### config.mk
export PLATFORM = sky130hd
export DESIGN_NAME = le18_port_ctrl
export DESIGN_NICKNAME = d
export VERILOG_FILES = /design/src/rtl/le18_port_ctrl.sv
export SDC_FILE = /design/constraint.sdc
export NUM_CORES = 1
export LEC_CHECK = 0
export BUFFER_PORTS_ARGS = -buffer_cell sky130_fd_sc_hd__buf_2
export CORE_UTILIZATION = 37
export CTS_BUF_LIST = sky130_fd_sc_hd__clkbuf_2
export DETAILED_ROUTE_END_ITERATION = 8
export PLACE_DENSITY = 0.7
export SLEW_MARGIN = 20
export SYNTH_ARGS = -nofsm -noshare
export SYNTH_HDL_FRONTEND = slang
export SYNTH_SLANG_ARGS = --single-unit
### constraint.sdc
create_clock -name clk -period 3.3 [get_ports clk]
set_input_delay 0.165 -clock clk [delete_from_list [all_inputs] [get_ports clk]]
set_output_delay 0.165 -clock clk [all_outputs]
set_load 0.01 [all_outputs]
### src/rtl/le18_port_ctrl.sv
// LE18 graphics port controller: decodes Z80 OUT/IN cycles into RAM port-A strobes.
// Define LE18_FILL_EN to build the background fill engine and busy output.
module le18_port_ctrl #(
  parameter int COLS = 64,
  parameter int ROWS = 192
) (
  input  logic        clk,
  input  logic        srst,
  input  logic        io_access,
  input  logic [7:0]  TRS_A,
  input  logic [7:0]  TRS_D,
  input  logic        TRS_OUT,
  input  logic        TRS_IN,
  output logic        ram_ce,
  output logic        ram_we,
  output logic        ram_oce,
  output logic [13:0] ram_addr,
  output logic [5:0]  ram_din,
  output logic        dout_rdy,
  output logic        busy
);

  localparam logic [5:0] X_MAX = 6'(COLS - 1);
  localparam logic [7:0] Y_MAX = 8'(ROWS - 1);

  typedef enum logic [2:0] {
    IDLE, WR, RD1, RD2, RD3
`ifdef LE18_FILL_EN
    , FILL
`endif
  } state_t;

  state_t      state, state_nxt, ret_state;
  logic        io_q;
  logic [5:0]  x;
  logic [7:0]  y;
  logic        autoinc;
  logic [5:0]  din_q;
  logic        rise, out_hit, in_hit, data_ok, wr_go, rd_go, ctl_wr;

  assign rise    = io_access & ~io_q;
  assign out_hit = rise & ~TRS_OUT;
  assign in_hit  = rise & ~TRS_IN;
  assign ctl_wr  = out_hit & (TRS_A == 8'hEB);
  assign wr_go   = out_hit & (TRS_A == 8'hEC) & data_ok;
  assign rd_go   = in_hit  & (TRS_A == 8'hEC) & data_ok;

`ifdef LE18_FILL_EN
  logic       busy_q, fill_go, fill_last;
  logic [5:0] fx, pattern;
  logic [7:0] fy;

  assign data_ok   = (state == IDLE) || (state == FILL);
  assign fill_go   = ctl_wr & TRS_D[1] & ~busy_q;
  assign fill_last = (fx == X_MAX) && (fy == Y_MAX);
  assign ret_state = busy_q ? FILL : IDLE;
  assign busy      = busy_q & ~srst;

  // Fill address runs on its own counter; Z80 cycles only stall it.
  always_ff @(posedge clk) begin
    if (srst) begin
      busy_q  <= 1'b0;
      fx      <= '0;
      fy      <= '0;
      pattern <= '0;
    end else if (fill_go) begin
      busy_q  <= 1'b1;
      fx      <= '0;
      fy      <= '0;
      pattern <= TRS_D[7:2];
    end else if (state == FILL) begin
      if (fill_last) busy_q <= 1'b0;
      else if (fx == X_MAX) begin
        fx <= '0;
        fy <= fy + 8'd1;
      end else fx <= fx + 6'd1;
    end
  end
`else
  assign data_ok   = (state == IDLE);
  assign ret_state = IDLE;
  assign busy      = 1'b0;
`endif

  always_comb begin
    state_nxt = state;
    ram_ce    = 1'b0;
    ram_we    = 1'b0;
    ram_oce   = 1'b0;
    dout_rdy  = 1'b0;
    ram_addr  = {y, x};
    ram_din   = din_q;
    case (state)
      IDLE: begin
        if (wr_go) state_nxt = WR;
        else if (rd_go) state_nxt = RD1;
`ifdef LE18_FILL_EN
        else if (fill_go || busy_q) state_nxt = FILL;
`endif
      end
      WR: begin
        ram_ce    = 1'b1;
        ram_we    = 1'b1;
        state_nxt = ret_state;
      end
      RD1: begin
        ram_ce    = 1'b1;
        state_nxt = RD2;
      end
      RD2: begin
        ram_oce   = 1'b1;
        state_nxt = RD3;
      end
      RD3: begin
        dout_rdy  = 1'b1;
        state_nxt = ret_state;
      end
`ifdef LE18_FILL_EN
      FILL: begin
        ram_ce   = 1'b1;
        ram_we   = 1'b1;
        ram_addr = {fy, fx};
        ram_din  = pattern;
        if (wr_go) state_nxt = WR;
        else if (rd_go) state_nxt = RD1;
        else if (fill_last) state_nxt = IDLE;
      end
`endif
      default: state_nxt = IDLE;
    endcase
    // Reset kills strobes in the same cycle so an aborted op never touches RAM.
    if (srst) begin
      ram_ce   = 1'b0;
      ram_we   = 1'b0;
      ram_oce  = 1'b0;
      dout_rdy = 1'b0;
    end
  end

  always_ff @(posedge clk) begin
    if (srst) begin
      state   <= IDLE;
      io_q    <= 1'b0;
      x       <= '0;
      y       <= '0;
      autoinc <= 1'b0;
      din_q   <= '0;
    end else begin
      state <= state_nxt;
      io_q  <= io_access;
      if (autoinc && (state == WR || state == RD1)) begin
        if (x == X_MAX) begin
          x <= '0;
          y <= (y == Y_MAX) ? 8'd0 : y + 8'd1;
        end else x <= x + 6'd1;
      end
      // Register writes come after autoinc so they win on a collision.
      if (out_hit && TRS_A == 8'hED) x <= TRS_D[5:0];
      if (out_hit && TRS_A == 8'hEE) y <= TRS_D;
      if (ctl_wr) autoinc <= TRS_D[0];
      if (wr_go) din_q <= TRS_D[5:0];
    end
  end

endmodule

==> results of run 1 <==
-- sequential cells by signal (all words and copies together), names as in the netlist --
signal   flops
autoinc      1
state        3
y            8
x            6
io_q         1
ram_din      6
-- worst max path at each step --
stage | start | to | slack, ns
after floorplan | x[0] | y[7] | 1.51
after global placement | x[0] | y[7] | 1.43
after detailed placement | x[0] | y[7] | 1.38
after CTS | x[0] | y[7] | 1.33
after global routing | x[0] | y[7] | 1.18
final | x[0] | y[7] | 1.32
-- routing by layer --
metal | vias to the layer above | part of all wire, %
met2 | 43 | 45
met3 | 3 | 4.9
met1 | 658 | 49
li1 | 734 | -
met4 | 0 | 0.62
met5 | - | 0
-- Yosys cell counts (all sizes together) --
cell / number
conb: 1
a311o: 1
or4: 4
nor2b: 4
a21oi: 8
and4b: 2
xor2: 3
a31oi: 8
a211oi: 7
dfxtp: 25
o31a: 1
buf: 3
nand2b: 1
ha: 2
o21ai: 10
inv: 2
mux2i: 3
and3: 4
and4: 1
nand4: 5
o31ai: 2
nand2: 7
nor4b: 2
nor4bb: 2
or3: 1
nor3: 4
o21bai: 3
and3b: 3
a311oi: 4
nor3b: 1
nor2: 11
nand3b: 2
nand4b: 1
nor4: 5
clkbuf: 6
or3b: 2
xnor2: 3
nand3: 13
a32oi: 1
-- kinds of logic after synthesis --
group                      Yosys count
AOI/OAI and AO/OA                   45
xor gates and xnor gates             6
adders and majority gates            2
buffers and inverters               11
DFF                                 25
muxes                                3
other                                1
and+or+nand+nor                     75
-- stage by stage --
stage	instance area [um^2]	total power, mW	utilization, %	std cells	hold slack (ns)
final	1714	0.4658	46.47	257	0.04899
after global routing	1714	0.4922	46.47	257	0.01025
after CTS	1694	0.4713	45.93	255	0.009722
after detailed placement	1674	0.3444	45.39	251	0.4142
after global placement	1674	0.3442	45.39	251	0.4109
after floorplan	1443	0.3257	-	168	0.2932
-- timing repair --
| item | in CTS | in global routing |
|---|---|---|
| hold buffers | 0 | 2 |
| gates resized for setup | 0 | 0 |
| endpoints found under the hold margin | 0 | 2 |
-- power groups by stage --
stage | clock network (mW) | logic [mW] | registers, mW
floorplan | 0 | 0.0159 | 0.310
global placement | 0 | 0.0342 | 0.310
detailed placement | 0 | 0.0345 | 0.310
CTS | 0.132 | 0.0346 | 0.305
global route | 0.147 | 0.0400 | 0.305
finish | 0.125 | 0.0364 | 0.304
-- area by class of cell --
type | count | area, um^2
clock buffer | 3 | 15.01
clock inverter | 1 | 5.005
fill | 390 | 1974
inverter | 2 | 7.507
multi-input combinational | 132 | 885.9
sequential | 25 | 500.5
tap | 48 | 60.06
timing repair buffer | 46 | 240.2
-- worst min-delay path: cells and delay by family --
| family | cells | cell delay (ns) |
|---|---|---|
| compound gates | 1 | 0.05 |
| simple gates | 1 | 0.06 |
| buf+inv | 1 | 0.12 |
==> impl_metrics.env, run 1 <==
export IMPL_portBuffers=44
export IMPL_cp_num_buf_inv=0
export IMPL_first_pass_iters=4
export IMPL_p_switching_uw=118.5
export IMPL_hpwl_mm=2.519
export IMPL_synth_seq_cells=25
export IMPL_die_h_um=64.44
export IMPL_clk_pin_slew_worst_paths_ns=0.24
export IMPL_crit_type="reg -> reg"
export IMPL_crit_path_max_incr_delay_ns=0.55
export IMPL_fin_crit_ns=1.977
export IMPL_rrSetupSlack_ns=1.32
export IMPL_clockRootBuffer="clkbuf_2"
export IMPL_fin_worst_skew_ns=0.002869
export IMPL_yosysWarnings=0
export IMPL_synth_compound_area_share_pct=20.29
export IMPL_worst_slack_ns=1.323
export IMPL_critPathSlowestCell="or4_1"
export IMPL_worstMarginPinSlew_ns=0.6640
export IMPL_timing_critical_path_fanout_max=10
export IMPL_cp_start_kind="flip-flop"
export IMPL_drive_gt1_share_pct=25.84
export IMPL_r2r_cells=5
export IMPL_rsz0062_at_grt="false"
export IMPL_io_pins=46
export IMPL_hold_viol_final=0
export IMPL_globalplace_congestion=0.8507
export IMPL_yosysSeqAreaShare_pct=34.69
export IMPL_antenna_found_initial=0
export IMPL_start_util_pct=39.11
export IMPL_synth_fa_ha_area_share_pct=1.735
export IMPL_synth_area_um2=1443
export IMPL_drv_cap=0
export IMPL_diodes=0
export IMPL_wl_mm=3.403
export IMPL_power_leakage_nw=0.6823
export IMPL_cts_buffer_depth=2
export IMPL_avgSynthCellArea_um2=8.587
export IMPL_end_kind="flip-flop"
export IMPL_route_detailed_drc=0
export IMPL_final_common_cell="buf_2"
export IMPL_worst_path_stages=5
export IMPL_synth_area_leaders="dfxtp_1 35%, nand3_1 4.2%, a211oi_1 3.6%"
export IMPL_muxShareOfSynthArea_pct=2.082
export IMPL_area_growth_pct=18.82
export IMPL_core_area_um2=3689
export IMPL_viasPerCell=5.595
export IMPL_layout_nets=233
export IMPL_syn_nets=191
export IMPL_pre_cts_slack_ns=1.384
export IMPL_min_from="TRS_D[1]"
export IMPL_critPathTopFamily="simple AND/OR/NAND/NOR gates"
export IMPL_grt_pass1_vias=1262
export IMPL_grt_overflow_total=0
export IMPL_fin_crit_sh_pct=59.91
export IMPL_vias=1438
export IMPL_powerDensity_nw_per_um2=271.7
export IMPL_finalSetupTns_ns=0
export IMPL_grt_busiest_layer="met2"
export IMPL_power_switching_share_pct=25.44
export IMPL_final_cell_mix="44 x buf_2, 25 x dfxtp_1, 12 x nand3_1"
export IMPL_slew_viol_final=0
export IMPL_setup_violations=0
export IMPL_fp_dieW_um=64.44
export IMPL_cts_max_level=1
export IMPL_yosys_area_top_type="dfxtp_1"
export IMPL_use_met3_pct=2.465
export IMPL_seq_power_share_pct=65.3
export IMPL_fmax_ghz=0.5058
export IMPL_cts_tree="built"
export IMPL_yosys_area_share_simple_pct=32.09
export IMPL_ir_drop_uv=137.0
export IMPL_cts_buffers=3
export IMPL_die_area_um2=4153
export IMPL_synth_top_area_share_pct=34.69
export IMPL_dr_first_iter_drc_count=78
export IMPL_ant_nets=0
export IMPL_power_internal_uw=347.3
export IMPL_grt_use_met2_pct=27.89
export IMPL_synth_top_family_by_area="simple AND/OR/NAND/NOR gates"
export IMPL_status="finished clean"
export IMPL_clockPowerShare_pct=26.8
export IMPL_synth_xor_area_share_pct=4.944
export IMPL_rows=22
export IMPL_min_path_cells=3
export IMPL_track_usage_pct=17.21
export IMPL_share_comb_of_total_power_pct=7.8
export IMPL_holdPathEnd="ram_din[1]"
export IMPL_synth_cells=168
export IMPL_min_path_type="in -> reg"
export IMPL_clock_sinks=25
export IMPL_post_cts_buffers=0
export IMPL_relSlewSlack_pct=55.39
export IMPL_wire_per_inst_um=13.24
export IMPL_grt_pass1_wl_mm=5.692
export IMPL_crit_reg2reg_launch="x[0]"
export IMPL_worstPathRequired_ns=3.61
export IMPL_path_cells="ha_1 -> and3_1 -> nand3_2 -> or4_1 -> a31oi_1"
export IMPL_clkLatencyLatePin_ns=0.36
export IMPL_arrival_ns=2.28
export IMPL_grt_max_degree=30
export IMPL_r2r_end="y[7]"
export IMPL_synth_cell_types=44
export IMPL_grt_met1_usage_pct=23.78
No activity file was read; power rests on OpenSTA's default activity.
==> inputs of run 2 (changes only) <==
==> constraint.sdc (replaced) <==
create_clock -name clk -period 1.9 [get_ports clk]
set_input_delay 0.095 -clock clk [delete_from_list [all_inputs] [get_ports clk]]
set_output_delay 0.095 -clock clk [all_outputs]
set_load 0.01 [all_outputs]
==> run 2 against run 1 <==
Against the previous run:
- wire length grew 7.3%
- flip-flop and latch count is the same
- largest power group unchanged
- via count rose by 4.8%
- global-route usage up 1.3 points
- final cell count rose by 5.4%
==> impl_metrics.env, run 2 (same netlist as run 1, synthesis figures left out) <==
export IMPL_grt_max_degree=30
export IMPL_min_path_cells=3
export IMPL_relSlewSlack_pct=56.40
export IMPL_end_kind="flip-flop"
export IMPL_power_leakage_nw=0.7521
export IMPL_p_switching_uw=201.2
export IMPL_cts_max_level=1
export IMPL_power_internal_uw=608.4
export IMPL_globalplace_congestion=0.8137
export IMPL_setup_violations=0
export IMPL_worstSetupStartpoint="state[0]"
export IMPL_final_common_cell="buf_2"
export IMPL_powerDensity_nw_per_um2=440.2
export IMPL_finalSetupTns_ns=0
export IMPL_diodes=0
export IMPL_grt_overflow_total=0
export IMPL_final_cell_mix="44 x buf_2, 23 x dfxtp_1, 12 x nand3_1"
export IMPL_portBuffers=44
export IMPL_min_from="TRS_D[6]"
export IMPL_drv_cap=0
export IMPL_ir_drop_uv=208.5
export IMPL_cp_start_kind="flip-flop"
export IMPL_wl_mm=3.652
export IMPL_cts_tree="built"
export IMPL_cp_num_buf_inv=0
export IMPL_worstMarginPinSlew_ns=0.6489
export IMPL_post_cts_buffers=0
export IMPL_io_pins=46
export IMPL_drive_gt1_share_pct=29.60
export IMPL_timing_critical_path_fanout_max=7
export IMPL_clockRootBuffer="clkbuf_2"
export IMPL_die_area_um2=4153
export IMPL_cts_buffers=3
export IMPL_holdPathEnd="y[6]"
export IMPL_fin_crit_ns=1.751
export IMPL_crit_path_max_incr_delay_ns=0.52
export IMPL_start_util_pct=39.11
export IMPL_area_growth_pct=27.49
export IMPL_rsz0062_at_grt="false"
export IMPL_crit_reg2reg_launch="state[0]"
export IMPL_top_register="y"
export IMPL_hpwl_mm=2.761
export IMPL_fmax_ghz=0.5712
export IMPL_fp_dieW_um=64.44
export IMPL_viasPerCell=5.561
export IMPL_critPathSlowestCell="or4_1"
export IMPL_clock_sinks=25
export IMPL_r2r_cells=4
export IMPL_crit_type="reg -> reg"
export IMPL_fin_worst_skew_ns=0.004113
export IMPL_critPathTopFamily="simple AND/OR/NAND/NOR gates"
export IMPL_clkLatencyLatePin_ns=0.35
export IMPL_slew_viol_final=0
export IMPL_layout_nets=247
export IMPL_cts_buffer_depth=2
export IMPL_min_path_type="in -> reg"
export IMPL_wire_per_inst_um=13.48
export IMPL_fin_crit_sh_pct=92.15
export IMPL_worstPathRequired_ns=2.19
export IMPL_seq_power_share_pct=65.3
export IMPL_track_usage_pct=18.53
export IMPL_arrival_ns=2.04
export IMPL_vias=1507
export IMPL_die_h_um=64.44
export IMPL_dr_first_iter_drc_count=107
export IMPL_grt_pass1_vias=1356
export IMPL_core_area_um2=3689
export IMPL_clk_pin_slew_worst_paths_ns=0.24
export IMPL_antenna_found_initial=0
export IMPL_largest_reg_flops=8
export IMPL_grt_pass1_wl_mm=6.154
export IMPL_hold_viol_final=0
export IMPL_clockPowerShare_pct=26.1
export IMPL_first_pass_iters=4
export IMPL_p_total_uw=809.6
export IMPL_r2r_end="x[5]"
export IMPL_status="finished clean"
export IMPL_power_switching_share_pct=24.85
export IMPL_share_comb_of_total_power_pct=8.7
export IMPL_route_detailed_drc=0
export IMPL_finish_utilization_pct=49.86
export IMPL_ant_nets=0
export IMPL_path_cells="xor2_4 -> nand2_2 -> or4_1 -> a311oi_1"
export IMPL_rrSetupSlack_ns=0.15
export IMPL_rows=22
[run 2: worst max path at each step]
stage	endpoint	slack [ns]	cells past startpoint
finish	x[5]	0.15	4
global route	y[7]	0.04	5
CTS	y[5]	0.09	6
detailed placement	y[5]	0.14	6
global placement	y[7]	0.17	5
floorplan	y[7]	0.11	5
[run 2: power groups by stage]
stage                     Combinational (mW)  Sequential, mW  Clock (mW)
after floorplan                       0.0276           0.538           0
after global placement                0.0598           0.538           0
after detailed placement              0.0602           0.538           0
after CTS                             0.0665           0.528       0.213
after global routing                  0.0775           0.529       0.234
final                                 0.0702           0.528       0.211
[run 2: metrics by stage]
step / worst slack [ns] / instances / hold slack (ns) / cell area, um^2
2_1_floorplan: 0.1063 / 168 / 0.2232 / 1443
3_3_place_gp: 0.1672 / 261 / 0.3419 / 1749
3_5_place_dp: 0.1431 / 261 / 0.3455 / 1749
4_1_cts: 0.09366 / 269 / 0.004114 / 1809
5_1_grt: 0.03790 / 271 / 0.02193 / 1839
6_report: 0.1492 / 271 / 0.008038 / 1839
[run 2: tightest hold or removal path, stage by stage]
cell	delay [ns]
buf_2	0.09
o21bai_1	0.12
a31oi_1	0.04
[run 2: cell type report]
cell class | instances | area (um^2)
timing repair buffer | 60 | 355.3
clock buffer | 3 | 15.01
fill | 389 | 1849
clock inverter | 1 | 5.005
sequential | 25 | 503.0
multi-input combinational | 132 | 893.4
inverter | 2 | 7.507
tap | 48 | 60.06
[run 2: per-layer routing]
layer	routed length [um]	track usage [%]	vias to the layer above
met5	0	0	-
met4	32	4.444	0
met3	197	2.641	5
met2	1659	30.66	55
met1	1762	25.22	683
li1	-	-	764
[run 2: what timing repair did]
| item | CTS | global route |
|---|---|---|
| gates resized for setup | 0 | 3 |
| hold buffers | 4 | 2 |
| hold endpoints to repair | 4 | 2 |
| endpoints found under the setup margin | 0 | 4 |
==> inputs of run 3 (changes only) <==
--- a/config.mk
+++ b/config.mk
@@ -5,11 +5,12 @@
 export SDC_FILE = /design/constraint.sdc
 export NUM_CORES = 1
 export LEC_CHECK = 0
-export BUFFER_PORTS_ARGS = -buffer_cell sky130_fd_sc_hd__buf_2
 export CORE_UTILIZATION = 37
 export CTS_BUF_LIST = sky130_fd_sc_hd__clkbuf_2
 export DETAILED_ROUTE_END_ITERATION = 8
-export PLACE_DENSITY = 0.7
+export DONT_BUFFER_PORTS = 1
+export PLACE_DENSITY = 0.6
+export REMOVE_ABC_BUFFERS = 1
 export SLEW_MARGIN = 20
 export SYNTH_ARGS = -nofsm -noshare
 export SYNTH_HDL_FRONTEND = slang
==> run 3 against run 2 <==
Against the previous run:
- critical path type unchanged
- wire length rose by 5.3%
- final cell count fell by 13%
- highest routed layer unchanged
- flip-flop and latch count did not move
- count of clock-buffer cells in the layout did not move
- fmax fell by 0.78%
- via count fell by 4.3%
==> impl_metrics.env, run 3 (same netlist as run 1, synthesis figures left out) <==
export IMPL_status="finished clean"
export IMPL_cts_buffers=3
export IMPL_end_kind="flip-flop"
export IMPL_slew_viol_final=0
export IMPL_rsz0062_at_grt="false"
export IMPL_path_cells="ha_1 -> and3_1 -> nand3_4 -> or4_1 -> a31oi_1"
export IMPL_clkLatencyLatePin_ns=0.37
export IMPL_worst_hold_slack_ns=0.03965
export IMPL_timing_critical_path_fanout_max=10
export IMPL_cp_start_kind="flip-flop"
export IMPL_wl_mm=3.845
export IMPL_fin_crit_ns=1.765
export IMPL_crit_path_max_incr_delay_ns=0.54
export IMPL_place_area_um2=1551
export IMPL_setup_violations=0
export IMPL_cts_buffer_depth=2
export IMPL_share_comb_of_total_power_pct=6.9
export IMPL_finalSetupTns_ns=0
export IMPL_portBuffers=0
export IMPL_critPathSlowestCell="or4_1"
export IMPL_diodes=0
export IMPL_route_detailed_drc=0
export IMPL_antenna_found_initial=0
export IMPL_drive_gt1_share_pct=12.23
export IMPL_viasPerCell=6.110
export IMPL_nFillCells=384
export IMPL_final_common_cell="dfxtp_1"
export IMPL_fp_dieW_um=64.44
export IMPL_power_switching_share_pct=25.20
export IMPL_clockPowerShare_pct=27.5
export IMPL_hpwl_mm=2.739
export IMPL_start_util_pct=39.11
export IMPL_worstMarginPinSlew_ns=0.9225
export IMPL_area_growth_pct=17.78
export IMPL_track_usage_pct=19.47
export IMPL_die_h_um=64.44
export IMPL_wire_per_inst_um=16.29
export IMPL_power_internal_uw=602.9
export IMPL_cts_tree="built"
export IMPL_worstPathRequired_ns=2.22
export IMPL_globalplace_congestion=0.8184
export IMPL_min_path_type="in -> reg"
export IMPL_power_leakage_nw=0.5807
export IMPL_grt_overflow_total=0
export IMPL_final_cell_mix="25 x dfxtp_1, 13 x buf_4, 12 x nand3_1, 12 x dlygate4sd3_1, 11 x nor2_1"
export IMPL_layout_nets=212
export IMPL_ir_drop_uv=265.5
export IMPL_hold_viol_final=0
export IMPL_finalInstanceArea_um2=1699
export IMPL_io_pins=46
export IMPL_clock_sinks=25
export IMPL_fmax_ghz=0.5667
export IMPL_seq_power_share_pct=65.6
export IMPL_vias=1442
export IMPL_largest_reg_flops=8
export IMPL_drv_cap=0
export IMPL_top_register="y"
export IMPL_p_switching_uw=203.1
export IMPL_arrival_ns=2.08
export IMPL_fin_worst_skew_ns=0.008070
export IMPL_clk_pin_slew_worst_paths_ns=0.25
export IMPL_powerDensity_nw_per_um2=474.3
export IMPL_first_pass_iters=5
export IMPL_grt_max_degree=26
export IMPL_crit_type="reg -> reg"
export IMPL_grt_pass1_wl_mm=6.334
export IMPL_relSlewSlack_pct=38.30
export IMPL_grt_pass1_vias=1391
export IMPL_fin_crit_sh_pct=92.87
export IMPL_clockRootBuffer="clkbuf_2"
export IMPL_rows=22
export IMPL_ant_nets=0
export IMPL_dr_first_iter_drc_count=92
export IMPL_die_area_um2=4153
export IMPL_cts_max_level=1
export IMPL_core_area_um2=3689
-- run 3: power groups by stage --
stage / sequential, mW / combinational (mW) / clock [mW]
floorplan: 0.538 / 0.0186 / 0
global placement: 0.538 / 0.0216 / 0
detailed placement: 0.538 / 0.0220 / 0
CTS: 0.529 / 0.0558 / 0.224
global route: 0.530 / 0.0608 / 0.245
finish: 0.529 / 0.0559 / 0.221
-- run 3: worst max-delay path, delay by kind of cell, from the launching register on --
family,cells,cell delay (ns)
and+or+nand+nor,3,0.97
DFF,1,0.40
adders and majority gates,1,0.17
AOI/OAI and AO/OA,1,0.17
-- run 3: metrics by stage --
stage / power [mW] / util (%) / setup WS (ns) / instances
2_1_floorplan: 0.5568 / - / 0.1052 / 159
4_1_cts: 0.8088 / 45.86 / 0.1102 / 236
3_5_place_dp: 0.5601 / 42.06 / 0.1572 / 220
5_1_grt: 0.8356 / 46.07 / 0.03650 / 236
3_3_place_gp: 0.5597 / 42.06 / 0.2344 / 220
6_report: 0.8059 / 46.07 / 0.1354 / 236
-- run 3: routing by layer --
layer	GRT usage (%)	routed length [um]
met5	0	0
met4	5.833	42
met1	23.78	1734
met2	34.34	1856
met3	3.697	211
-- run 3: final cells by class --
type	instances	area, um^2	share of cell area (%)
clock buffer	3	15.01	0.8837
clock inverter	1	5.005	0.2946
inverter	2	7.507	0.4418
multi-input combinational	132	893.4	52.58
sequential	25	500.5	29.46
tap	48	60.06	3.535
timing repair buffer	25	217.7	12.81
-- run 3: worst paths after layout --
path | slack (ns) | startpoint | endpoint | cells after the start
max | 0.14 | x[0] | y[7] | 5
min | 0.04 | TRS_A[0] | autoinc | 4
max reg2reg | 0.14 | x[0] | y[7] | 5
min reg2reg | 0.55 | ram_din[5] | ram_din[5] | 2
-- run 3: repair_timing --
action                                  in CTS  in global routing
hold endpoints to repair                    25                  0
setup buffers                                0                  0
endpoints found under the setup margin       0                  1
resized for setup                            0                  1
hold buffers                                12                  0
